===== src/rtl/mem_dump_sequencer.sv =====
// UART-driven memory dump: receives {CMD_READ, start address, count} and streams
// count bytes of memory (count 0 = 256) back through the UART transmitter.
module mem_dump_sequencer #(
   parameter logic [7:0]  CMD_READ   = 8'h52,
   parameter logic [15:0] RX_TIMEOUT = 16'd50000
) (
   input  logic       clk,
   input  logic       rst,
   input  logic       new_data_rx,
   input  logic [7:0] data_rx,
   input  logic       busy,
   input  logic       block,
   output logic       new_data_tx,
   output logic [7:0] data_tx,
   output logic [7:0] addr,
   input  logic [7:0] data,
   output logic       active
);

   typedef enum logic [2:0] {
      IDLE      = 3'd0,
      GET_ADDR  = 3'd1,
      GET_CNT   = 3'd2,
      FETCH     = 3'd3,
      WAIT_DATA = 3'd4,
      SEND      = 3'd5,
      WAIT_TX   = 3'd6
   } state_t;

   state_t      state_q, state_d;
   logic [7:0]  addr_q, addr_d;
   logic [7:0]  data_tx_q, data_tx_d;
   logic [8:0]  remaining_q, remaining_d;
   logic [15:0] timer_q, timer_d;
   logic        active_q, active_d;
   logic        rx_mute_q, rx_mute_d;

   logic        rx_timeout;
   logic        tx_ready;
   logic        last_byte;
   logic        cmd_seen;

   assign rx_timeout = (timer_q == (RX_TIMEOUT - 16'd1));
   assign tx_ready   = !busy && !block;
   assign last_byte  = (remaining_q <= 9'd1);
   // rx_mute_q is high only on the first cycle back in IDLE, so a strobe landing
   // exactly as a frame ends or times out cannot open a new frame.
   assign cmd_seen   = new_data_rx && !rx_mute_q && (data_rx == CMD_READ);

   always_ff @(posedge clk or posedge rst) begin
      if (rst) begin
         state_q     <= IDLE;
         addr_q      <= 8'h00;
         data_tx_q   <= 8'h00;
         remaining_q <= 9'd0;
         timer_q     <= 16'd0;
         active_q    <= 1'b0;
         rx_mute_q   <= 1'b0;
      end else begin
         state_q     <= state_d;
         addr_q      <= addr_d;
         data_tx_q   <= data_tx_d;
         remaining_q <= remaining_d;
         timer_q     <= timer_d;
         active_q    <= active_d;
         rx_mute_q   <= rx_mute_d;
      end
   end

   always_comb begin
      state_d = state_q;
      case (state_q)
         IDLE: begin
            if (cmd_seen) state_d = GET_ADDR;
         end
         GET_ADDR: begin
            if (new_data_rx)     state_d = GET_CNT;
            else if (rx_timeout) state_d = IDLE;
         end
         GET_CNT: begin
            if (new_data_rx)     state_d = FETCH;
            else if (rx_timeout) state_d = IDLE;
         end
         FETCH:     state_d = WAIT_DATA;
         WAIT_DATA: state_d = SEND;
         SEND: begin
            if (tx_ready) state_d = WAIT_TX;
         end
         WAIT_TX: begin
            if (last_byte) state_d = IDLE;
            else           state_d = FETCH;
         end
         default:   state_d = IDLE;
      endcase
   end

   always_comb begin
      addr_d      = addr_q;
      data_tx_d   = data_tx_q;
      remaining_d = remaining_q;
      timer_d     = timer_q;
      active_d    = active_q;
      rx_mute_d   = 1'b0;
      new_data_tx = 1'b0;
      case (state_q)
         IDLE: begin
            timer_d = 16'd0;
         end
         GET_ADDR: begin
            if (new_data_rx) begin
               addr_d  = data_rx;
               timer_d = 16'd0;
            end else if (rx_timeout) begin
               timer_d   = 16'd0;
               rx_mute_d = 1'b1;
            end else begin
               timer_d = timer_q + 16'd1;
            end
         end
         GET_CNT: begin
            if (new_data_rx) begin
               remaining_d = (data_rx == 8'h00) ? 9'd256 : {1'b0, data_rx};
               active_d    = 1'b1;
               timer_d     = 16'd0;
            end else if (rx_timeout) begin
               timer_d   = 16'd0;
               rx_mute_d = 1'b1;
            end else begin
               timer_d = timer_q + 16'd1;
            end
         end
         WAIT_DATA: begin
            // Memory has had a full cycle since addr settled, so data is valid here.
            data_tx_d = data;
         end
         SEND: begin
            new_data_tx = tx_ready;
         end
         WAIT_TX: begin
            remaining_d = remaining_q - 9'd1;
            addr_d      = addr_q + 8'd1;
            if (last_byte) begin
               active_d  = 1'b0;
               rx_mute_d = 1'b1;
            end
         end
         default: begin
            timer_d = 16'd0;
         end
      endcase
   end

   assign addr    = addr_q;
   assign data_tx = data_tx_q;
   assign active  = active_q;

endmodule


===== config.mk =====
export PLATFORM = sky130hd
export DESIGN_NAME = mem_dump_sequencer
export DESIGN_NICKNAME = d
export VERILOG_FILES = /design/src/rtl/mem_dump_sequencer.sv
export SDC_FILE = /design/constraint.sdc
export NUM_CORES = 1
export LEC_CHECK = 0
export ABC_AREA = 1
export CORE_UTILIZATION = 33
export CTS_CLUSTER_DIAMETER = 50
export DETAILED_ROUTE_END_ITERATION = 16
export HOLD_SLACK_MARGIN = 0.08
export MAX_ROUTING_LAYER = met4
export PLACE_DENSITY = 0.5
export SYNTH_ARGS = -nofsm -noshare
export SYNTH_HDL_FRONTEND = slang
export SYNTH_SLANG_ARGS = --single-unit

===== constraint.sdc =====
create_clock -name clk -period 1.5 [get_ports clk]
set_clock_uncertainty 0.05 [all_clocks]
set_input_delay 0.15 -clock clk [delete_from_list [all_inputs] [get_ports clk]]
set_output_delay 0.15 -clock clk [all_outputs]
set_load 0.01 [all_outputs]

### Yosys cells after proc, flatten, opt, wreduce, memory -nomap -nowiden

Cells that the tools add are included.

| cells by class | value |
|---|---|
| reduce and logical (&&, ||, !) cells | 16 |
| equality and inequality tests | 13 |
| $add $sub $neg | 3 |
| mux-type cells | 23 |
| $lt $le $gt $ge | 1 |

Operators by type and width:

| cell | count |
|---|---|
| $mux W16 | 2 |
| $pmux W16 S2 | 1 |
| $pmux W3 S7 | 1 |
| $mux W9 | 2 |
| $pmux W9 S2 | 1 |
| $add A16 B1 Y16 const B | 1 |
| $eq A16 B16 Y1 const B | 1 |
| $pmux W8 S2 | 1 |
| $mux W3 | 5 |
| $ne A2 B2 Y1 const B | 5 |
| $eq A3 B3 Y1 const B | 3 |
| $le A9 B1 Y1 const B | 1 |
| $sub A9 B1 Y9 const B | 1 |
| $add A8 B1 Y8 const B | 1 |
| $eq A8 B7 Y1 const B | 1 |
| $logic_not A8 Y1 | 1 |
| $mux W8 | 1 |
| $eq A3 B2 Y1 const B | 2 |
| $mux W1 | 6 |
| $reduce_and A2 Y1 | 3 |
| $pmux W1 S2 | 2 |
| $reduce_bool A2 Y1 | 2 |
| $eq A3 B1 Y1 const B | 1 |
| $logic_and A1 B1 Y1 | 3 |
| other kinds (6) | 8 |

| word-level totals | value |
|---|---|
| input port bits | 21 |
| register bits | 46 |

### Longest topological paths before layout

Gate-level depths: netlist (run 1).

| depth | value |
|---|---|
| depth in word-level cells | 5 |
| mapped depth | 10 |
| gate-level depth less buffers | 10 |

### Least setup slack after synthesis (run 1)

No wires, ideal clock.

| timing | value |
|---|---|
| path kind | reg2reg |
| start | register timer_q[0] |
| end | register timer_q[12] |
| data arrival time | 1213 ps |
| period minus slack after synthesis | 1384 ps |
| data required time | 1329 ps |
| stages on the path, launching flop included | 11 |
| path slack | 116 ps |
| library setup time | 121 ps |
| buffers on the path | 0 |
| path through | dfrtp_1 > ha_1 > nand2_1 > inv_1 > nand2_1 > nor2_1 > nand2_1 > nand2_2 > nand2_4 > inv_2 > nor2_1 |

| between the ends | value |
|---|---|
| cells in the longest elaborated chain, start to end | 4 |
| elaborated cells on any way between the ends | 5 |

RTL lines:

| what | RTL line | source |
|---|---|---|
| start, declared | 34 | `logic [15:0] timer_q, timer_d;` |
| start signal, assigned | 64 | `timer_q <= timer_d;` |
| $add A16 B1 Y16 or $eq A16 B16 Y1 (tied branches) | 117, 129, 43 |  |
| $mux W16 * | 113, 125 |  |
| $mux W16 * | 121 | `if (new_data_rx) begin` |
| $pmux W16 S2 * | 105 | `case (state_q)` |

Every way passes the cells marked *; elsewhere a longest branch is shown, timed or not.
A chain may end at the register's enable or synchronous reset.

### Final worst setup path (run 1)

| timing | value |
|---|---|
| start | register timer_q[1] |
| end | register timer_q[12] |

Same word-level chain as after synthesis.

==> results.ini, run 1 <==
[cells_and_area]
drive_above_1_share=0.254
n_antenna_cell=0
stdcell_area_um2=3670
nets=446
final.fill_count=768
synthToLayoutAreaGrowth_pct=38.6
stdcell_count=524

[global_route]
grt-ovfl-total=0
grtUsageTotal=0.174
antenna_found_initial=0
grt_max_degree=38
first_global_vias=2514
grt_pass1_wl_um=11300

[logic_synthesis]
synth_fp_nets=361
yosysWarnings=0
synth_cell_types=32
synthCells=336
synth.area.top_cells=dfrtp_1 (43%), nand2_1 (11%), nor2_1 (6.4%)
synth-seq-area-share=0.434
yosys-top-cells-count=nand2_1 (75), dfrtp_1 (46), nor2_1 (45)
avgSynthCellArea_um2=7.89
yosys_register_bits=46
yosysMostFrequentCell=nand2_1
synth.top_cell.area_share=0.434
synth_area_leader_cell=dfrtp_1
synth_ff_type=dfrtp_1
ys_async_sr_fraction=1.00
synth_edf_count=0
syn_area_um2=2650

[clock_network]
numCtsBuffers=5
root_buffer=clkbuf_8
clkSlewWorstSetupHoldPaths_ps=90
clock_latency_ps=300
cts_tree=done
ctsHtreeMaxLevel=2
cts_max_path_buffers=2
clock-sinks=46

[setup_path]
r2r_slack_ps=-20
start_kind=flop
setup.worst_path.end_class=flop
crit_fanout=3
crit_type=flop to flop
cp.required_ps=1650
arrival_ps=1670

[timing]
slew_viol_final=0
tightest_slew_ps=263
max_freq_ghz=0.657
setup_viol_count_final=1
fin_crit_ps=1520
finalCritPeriodShare=1.01
hold_viol=0
whs_ps=405
fin_ws_ps=-21.3
relSlewSlack=0.824
rsz0062_at_grt=yes

[power]
power_mw=5.83
internal_power_mw=3.57
pwr-share-seq=0.334
vdd_drop_max_mv=0.641
power.net_switching_mw=2.26
p_leak_nw=1.69
power_frac_comb=0.511
p_sw_frac=0.388
p_per_area_nw_per_um2=1590
p_clk_frac=0.155

[floorplan]
die_width_um=91.6
io_pins=39
coreArea_um2=7730
dieArea_um2=8390
rows=32
start_util=0.343
die_h_um=91.6

[route]
drc_errors=0
wirelength_um=6660
drtIter0Drc=118
vias=2480
postRouteAntennaNets=0
dr.pass1.iters=5
routed_via_density=4.73
wl_per_cell_um=12.7

[status]
violations=negative setup slack
outcome=finished with violations

[placed_design]
dp.cells=510
dpl.hpwl_um=5060
finalWeightedCongestion=0.858
place_area_um2=3450
io_buffers=38

[run]
maxCapViolCount=0

[min_path]
hold_path_class=input pin to flop

-- cell usage in the layout (no fill, tap or decap), drive strengths merged --
master	n
xor2	9
nand2	83
nand3	29
dlymetal6s2s	2
o211ai	6
dlygate4sd3	1
a21oi	7
xnor2	2
clkdlybuf4s50	35
nand4	11
clkinv	1
dfrtp	46
a31oi	2
o22ai	1
buf	44
ha	4
inv	48
nor2	51
o221ai	7
mux2	8
clkbuf	8
o311ai	1
nand3b	1
o21ai	8
nor3	7
-- metal layers --
| layer | share of wire | GRT usage | vias up |
|---|---|---|---|
| met5 | 0 | - | - |
| met4 | 0.012 | 0.0542 | 0 |
| met3 | 0.034 | 0.0249 | 6 |
| met2 | 0.49 | 0.294 | 52 |
| met1 | 0.47 | 0.216 | 1159 |
| li1 | - | - | 1263 |
-- registers in the layout, indices dropped and copies added, names as in the netlist --
register     flops
data_tx          8
addr             8
active           1
remaining_q      9
timer_q         16
state_q          3
rx_mute_q        1
-- area by class of cell --
| cell class | count | area, um^2 | area share |
|---|---|---|---|
| inverters | 48 | 189 | 0.0514 |
| repair buffers | 82 | 754 | 0.205 |
| well taps | 102 | 128 | 0.0348 |
| clock buffers | 8 | 110 | 0.0300 |
| multi-input cells | 237 | 1330 | 0.362 |
| flip-flops and latches | 46 | 1150 | 0.314 |
| repair inverters | 1 | 8.76 | 0.00239 |
-- worst max-delay path, cell delays in order, from the launching register on --
cell and delay (ps):
dfrtp_1 370, ha_2 190, nand2_2 70, inv_2 60
buf_6 80, nand3b_1 110, nor2_4 170, nand3_2 90
xor2_1 160, nor2_1 60
-- what timing repair did --
item,4_1_cts,5_1_grt
cloned,0,1
pin swaps,0,9
hold buffers,1,0
setup buffers,2,2
gates resized for setup,6,28
endpoints found under the hold margin,9,0
endpoints found under the setup margin,13,32
-- path summary, 6_finish.rpt --
kind                       cells past startpoint       start          end
min                                            2     data[7]   data_tx[7]
max in group asynchronous                      4         rst      addr[2]
max reg2reg                                    9  timer_q[1]  timer_q[12]
min in group asynchronous                      3         rst   data_tx[7]
min reg2reg                                    2      active       active
max                                            9  timer_q[1]  timer_q[12]
-- power by group through the flow --
stage          registers (mW)  logic, mW  clock network, mW
2_1_floorplan            2.04       1.50                  0
3_3_place_gp             1.98       2.78                  0
3_5_place_dp             1.98       2.79                  0
4_1_cts                  1.94       2.86              0.933
5_1_grt                  2.00       3.33              0.968
6_report                 1.95       2.98              0.905
-- cell families after synthesis --
family                     count (synthesis)  share of synthesized area
muxes                                      8                     0.0340
AOI/OAI and AO/OA                         32                     0.0788
and+or+nand+nor                          182                      0.315
xor gates and xnor gates                  11                     0.0364
buffers and inverters                     53                     0.0821
DFF                                       46                      0.434
adders and majority gates                  4                     0.0189
-- through the flow --
step,utilization,setup TNS [ps],worst slack (ps)
2_1_floorplan,-,0,116
3_3_place_gp,0.447,-39.4,-19.3
3_5_place_dp,0.447,-284,-31.7
4_1_cts,0.464,0,1.13
5_1_grt,0.475,-1120,-168
6_report,0.475,-21.3,-21.3
(Power assumes the default switching activity.)
==> inputs of run 2 (changes only) <==
Settings changed: CTS_CLUSTER_DIAMETER 50 to 80, CTS_CLUSTER_SIZE set to 16.
==> results of run 2 <==
The final DEF is identical to that of run 1; final timing and power are the same.
